--- config.mk ---
export PLATFORM = sky130hd
export DESIGN_NAME = id_ex_reg
export DESIGN_NICKNAME = d
export VERILOG_FILES = /design/src/rtl/id_ex_reg.sv
export SDC_FILE = /design/constraint.sdc
export NUM_CORES = 1
export LEC_CHECK = 0
export ABC_AREA = 1
export BUFFER_PORTS_ARGS = -buffer_cell sky130_fd_sc_hd__buf_4
export CAP_MARGIN = 30
export CORE_AREA = 2 2 154 156
export CTS_CLUSTER_DIAMETER = 60
export DETAILED_ROUTE_END_ITERATION = 12
export DIE_AREA = 0 0 156 158
export HOLD_SLACK_MARGIN = 0.12
export MAX_ROUTING_LAYER = met4
export PLACE_DENSITY = 0.67
export SLEW_MARGIN = 10
export SYNTH_ARGS = -nofsm -noshare
export SYNTH_HDL_FRONTEND = slang
export SYNTH_SLANG_ARGS = --single-unit
--- constraint.sdc ---
create_clock -name clk_i -period 1.62 [get_ports clk_i]
set_input_delay 0.324 -clock clk_i [delete_from_list [all_inputs] [get_ports clk_i]]
set_output_delay 0.324 -clock clk_i [all_outputs]
set_load 0.01 [all_outputs]
--- src/rtl/id_ex_reg.sv ---
// ID/EX pipeline register: bubble/flush/stall handling plus a combinational load-use hazard flag.
// Optional perf counters (stall and bubble) are built only when ID_EX_PERF_EN is defined.
module id_ex_reg #(
  parameter int DATA_W = 32,
  parameter int REG_AW = 5,
  parameter int CTRL_W = 8
) (
  input  logic              clk_i,
  input  logic              rst_i,
  input  logic              stall_i,
  input  logic              flush_i,
  input  logic              valid_i,
  input  logic [CTRL_W-1:0] ctrl_i,
  input  logic [9:0]        funct_i,
  input  logic [DATA_W-1:0] pc_i,
  input  logic [DATA_W-1:0] rs1_data_i,
  input  logic [DATA_W-1:0] rs2_data_i,
  input  logic [DATA_W-1:0] imm_i,
  input  logic [REG_AW-1:0] rs1_addr_i,
  input  logic [REG_AW-1:0] rs2_addr_i,
  input  logic [REG_AW-1:0] rd_addr_i,
  output logic              valid_o,
  output logic [CTRL_W-1:0] ctrl_o,
  output logic [9:0]        funct_o,
  output logic [DATA_W-1:0] pc_o,
  output logic [DATA_W-1:0] rs1_data_o,
  output logic [DATA_W-1:0] rs2_data_o,
  output logic [DATA_W-1:0] imm_o,
  output logic [REG_AW-1:0] rs1_addr_o,
  output logic [REG_AW-1:0] rs2_addr_o,
  output logic [REG_AW-1:0] rd_addr_o,
  output logic              load_use_o,
  output logic [31:0]       stall_cnt_o,
  output logic [31:0]       bubble_cnt_o
);

  localparam int MEM_READ_BIT = 5;

  logic in_bubble;
  logic load_bubble;

  // An entry without a real instruction or with an all-zero control word carries no side effects.
  assign in_bubble   = ~valid_i | (ctrl_i == '0);
  assign load_bubble = ~stall_i & in_bubble;

  // NOTE: sequential state uses non-blocking assignments so every flop samples pre-edge values.
  always_ff @(posedge clk_i) begin
    if (rst_i || flush_i) begin
      valid_o    <= 1'b0;
      ctrl_o     <= '0;
      funct_o    <= '0;
      pc_o       <= '0;
      rs1_data_o <= '0;
      rs2_data_o <= '0;
      imm_o      <= '0;
      rs1_addr_o <= '0;
      rs2_addr_o <= '0;
      rd_addr_o  <= '0;
    end else if (!stall_i) begin
      valid_o    <= ~in_bubble;
      ctrl_o     <= in_bubble ? '0 : ctrl_i;
      rd_addr_o  <= in_bubble ? '0 : rd_addr_i;
      funct_o    <= funct_i;
      pc_o       <= pc_i;
      rs1_data_o <= rs1_data_i;
      rs2_data_o <= rs2_data_i;
      imm_o      <= imm_i;
      rs1_addr_o <= rs1_addr_i;
      rs2_addr_o <= rs2_addr_i;
    end
  end

  // A load in EX whose destination is read by the instruction now in ID; x0 never conflicts.
  assign load_use_o = valid_o & ctrl_o[MEM_READ_BIT] & (rd_addr_o != '0) &
                      ((rd_addr_o == rs1_addr_i) | (rd_addr_o == rs2_addr_i));

`ifdef ID_EX_PERF_EN
  logic [31:0] stall_cnt_q;
  logic [31:0] bubble_cnt_q;

  // Both counters saturate rather than wrap, so a long run never reads as a short one.
  always_ff @(posedge clk_i) begin
    if (rst_i) begin
      stall_cnt_q  <= '0;
      bubble_cnt_q <= '0;
    end else begin
      if (stall_i && !flush_i && (stall_cnt_q != '1))
        stall_cnt_q <= stall_cnt_q + 32'd1;
      if ((flush_i || load_bubble) && (bubble_cnt_q != '1))
        bubble_cnt_q <= bubble_cnt_q + 32'd1;
    end
  end

  assign stall_cnt_o  = stall_cnt_q;
  assign bubble_cnt_o = bubble_cnt_q;
`else
  logic unused_perf;
  assign unused_perf  = load_bubble;
  assign stall_cnt_o  = 32'h0;
  assign bubble_cnt_o = 32'h0;
`endif

endmodule

Word-level counts from Yosys, hierarchy flattened

Index checks and enable logic that the tools add are counted.

Flip-flop bits (word level): 162
Output and inout bits: 227
Input port bits: 166
Logic and storage cells: 24

Mux-type cells: 2
Bitwise operators: 7
Reduce and logical (&&, ||, !) cells: 3
Equality and inequality tests: 2

Operator list:

| cell               | number |
|---|---|
| $eq A5 B5 Y1       | 2 |
| $logic_not A8 Y1   | 1 |
| $mux W8            | 1 |
| $mux W5            | 1 |
| $reduce_bool A5 Y1 | 1 |
| $and A1 B1 Y1      | 3 |
| $not A1 Y1         | 2 |
| $or A1 B1 Y1       | 2 |
| $logic_or A1 B1 Y1 | 1 |

Logic depth before layout (Yosys ltp)

Word-level depth: 3
Mapped depth: 6
Gate-level depth less buffers: 6

Least setup slack after synthesis

OpenSTA, ideal clock, no wires.

Kind: register to output
Start: reg rd_addr_o[2]
End: out load_use_o
Path buffers: 0
Data required time: 1.296 ns
Data arrival time: 0.973 ns
Cell stages (with the launch flop): 7
Slack: 0.323 ns
Cells stage by stage: dfxtp_1 > inv_1 > nand2_1 > nand2_1 > nor2_1 > nand3_1 > a21oi_1

Cells in the longest elaborated chain, start to end: 3
Elaborated cells on any way between the ends: 6
Those cells by class: 2 x eq/ne; 3 x bitwise; 1 x reduce/logical

RTL lines:

| what                                                      | RTL line | text |
|---|---|---|
| start: declaration                                        | 31       | `output logic [REG_AW-1:0] rd_addr_o,` |
| start signal: assignment                                  | 62       | `rd_addr_o <= in_bubble ? '0 : rd_addr_i;` |
| $eq A5 B5 Y1 / $reduce_bool A5 Y1 (equally long branches) | 75, 74   |  |
| $or A1 B1 Y1 / $and A1 B1 Y1 (equally long branches)      | 75, 74   |  |
| $and A1 B1 Y1 *                                           | 74       | `assign load_use_o = valid_o & ctrl_o[MEM_READ_BIT] & (rd_addr_o != '0) &` |
| end: declaration                                          | 32       | `output logic load_use_o,` |

Mark *: on every way between the ends. The rest lies on a longest branch, timed or not.

Worst setup path after layout

Same ends and word-level chain as after synthesis.

==> impl_metrics.py <==
metrics = {
    "clock_tree": {
        "root_buffer": "clkbuf_16",
        "cts_tree": "built",
        "clockBufferDepth": 2,
        "holdBufCountCts": 0,
        "cts.sinks": 162,
        "htreeDepth": 4,
        "numCtsBuffers": 17,
        "clk_pin_slew_ns": 0.07,
        "clk_latency_ns": 0.41,
    },
    "yosys": {
        "synthTopCellsByCount": "318 x nand2_1, 162 x dfxtp_1, 80 x a21oi_2, 77 x a21oi_1, 67 x buf_4",
        "avgSynthCellArea_um2": 8.16,
        "synth-async-reset-ratio": 0,
        "synth_warnings": 0,
        "synthMostInstantiatedCell": "nand2_1",
        "synth_area_leaders": "dfxtp_1 49%, nand2_1 18%, a21oi_2 11%",
        "ys.flop_type": "dfxtp_1",
        "synth_top_area_cell": "dfxtp_1",
        "ys_ff_latch": 162,
        "synth_top_area_share": 0.487,
        "synthesis.area_mm2": 0.00666,
        "ys_types": 22,
        "syn_inst": 816,
        "synth-edff-count": 0,
        "yosysSeqAreaShare": 0.487,
    },
    "worst_setup_path": {
        "required_ns": 1.30,
        "worstSetupPathType": "reg -> out",
        "endpoint_kind": "output pin",
        "crit_fanout": 4,
        "arrival_ns": 1.45,
        "start_kind": "flip-flop",
        "rr_startpoint": "rd_addr_o[3]",
        "startpoint": "rd_addr_o[2]",
    },
    "die": {
        "die-area_mm2": 0.0246,
        "die_x_um": 156,
        "die_y_um": 158,
        "start_util": 0.289,
        "core_area_mm2": 0.0231,
        "io_pins": 393,
        "rows": 56,
    },
    "routing": {
        "drt_iter0_markers": 322,
        "drc": 0,
        "vias_per_cell": 4.32,
        "firstDrtPassIters": 4,
        "wire_per_inst_um": 13.9,
        "dr_total_vias": 6193,
        "ant_nets": 0,
        "routed_wl_um": 19900,
    },
    "sta": {
        "worst_clock_skew_ns": 0,
        "finalHoldViolations": 0,
        "max_freq_ghz": 0.565,
        "setup_viol": 1,
        "slew_violations": 0,
        "fin_crit_sh": 1.09,
        "rsz0062_at_grt": "yes",
        "finalCriticalPeriod_ns": 1.77,
        "worst_pin_slew_ns": 0.540,
        "relSlewSlack": 0.640,
        "worst_slack_ns": -0.150,
    },
    "place": {
        "placed_cells": 1398,
        "pre_cts_slack_ns": 0.119,
        "placed_cell_area_mm2": 0.00914,
        "portBuffers": 328,
        "gp_congestion": 0.774,
        "post-dp-hpwl_um": 14300,
    },
    "global_routing": {
        "track_usage": 0.160,
        "grt_pass1_wl_um": 30100,
        "antenna_found_initial": 0,
        "grt_max_degree": 74,
        "overflow": 0,
        "grt_pass1_vias": 5844,
    },
    "pwr": {
        "p_total_uw": 9220,
        "powerDensity_mw_per_mm2": 947,
        "irDropWorstVdd_mv": 0.543,
        "p_leak_uw": 0.00435,
    },
    "min_path": {
        "hp-start": "rs2_data_i[5]",
        "hold_path_class": "in -> reg",
    },
    "final_layout": {
        "layout.nets": 1295,
        "stdcell_count": 1432,
        "area_growth_pct": 46.3,
        "finalInstanceArea_mm2": 0.00974,
        "final_layout_size_suffix_gt1_frac": 0.418,
        "diodes": 0,
    },
    "run_status": {
        "status": "complete, but fails checks",
        "violations": "setup timing",
    },
    "flow_run": {
        "maxCapViolCount": 0,
    },
}
==> metrics by stage <==
stage | util | TNS (ns) | hold slack [ns]
finish | 0.422 | -0.150 | 0.152
floorplan | - | 0 | 0.468
global placement | 0.397 | 0 | 0.452
global route | 0.422 | -0.251 | 0.124
CTS | 0.421 | -0.208 | 0.126
detailed placement | 0.397 | 0 | 0.456
==> worst max-delay path, stage by stage (launching register included) <==
cell	delay, ns
dfxtp_4	0.35
buf_4	0.14
xnor2_1	0.14
nand3_1	0.10
a21oi_2	0.15
buf_4	0.14
==> routing by layer <==
layer / share of wire / routed length [um] / vias to the layer above / global-route usage
met5: 0 / 0 / - / -
met4: 0.012 / 240 / 0 / 0.0437
met3: 0.082 / 1630 / 14 / 0.0501
met2: 0.47 / 9380 / 251 / 0.257
met1: 0.43 / 8630 / 2821 / 0.194
li1: - / - / 3107 / -
==> layout by cell type (no fill, tap or decap), drive strengths merged <==
| master | netlist | layout |
|---|---|---|
| a211oi | 6 | 6 |
| a21oi | 157 | 157 |
| nand3 | 17 | 17 |
| dfxtp | 162 | 162 |
| buf | 103 | 349 |
| inv | 14 | 22 |
| xnor2 | 2 | 2 |
| clkbuf | 15 | 19 |
| nand4 | 1 | 1 |
| xor2 | 1 | 1 |
| nor3 | 1 | 1 |
| nor2 | 17 | 17 |
| nand2 | 318 | 318 |
| clkinv | 0 | 5 |
| conb | 1 | 64 |
| or2 | 1 | 1 |
==> sequential cells by signal (all words and copies together) (netlist names) <==
register,count
rs2_data_o,32
imm_o,32
ctrl_o,8
rs1_data_o,32
rd_addr_o,5
valid_o,1
rs1_addr_o,5
rs2_addr_o,5
pc_o,32
funct_o,10
==> layout make-up <==
| cell class | instances | area (um2) |
|---|---|---|
| inverter | 14 | 55.1 |
| clock buffer | 19 | 433 |
| tap | 290 | 363 |
| fill | 2331 | 13300 |
| timing repair buffer | 349 | 2710 |
| sequential | 162 | 3260 |
| multi-input combinational | 585 | 2800 |
| clock inverter | 13 | 120 |
==> kinds of logic after synthesis <==
logic type,share of synthesized area
other,0.000563
xor gates and xnor gates,0.00395
buffers and inverters,0.130
AOI/OAI and AO/OA,0.173
and+or+nand+nor,0.205
DFF,0.487
==> path summary, 6_finish.rpt <==
kind	end	slack [ns]	cells after the start
max	load_use_o	-0.15	5
min	rs2_data_o[5]	0.15	3
max reg2reg	rd_addr_o[3]	0.75	3
min reg2reg	rs2_data_o[1]	0.47	2
==> timing repair <==
item,in CTS,in global routing
buffers inserted,0,2
pin swaps,3,7
setup endpoints to repair,1,1
resized for setup,10,5
hold endpoints to repair,0,0
==> power by group <==
| group | switching [uW] | internal, uW | total (uW) |
|---|---|---|---|
| registers | 67.2 | 4100 | 4170 |
| clock network | 1830 | 2030 | 3860 |
| logic | 625 | 573 | 1200 |
| total | 2520 | 6710 | 9220 |
Power figures use the tool's default switching activity.
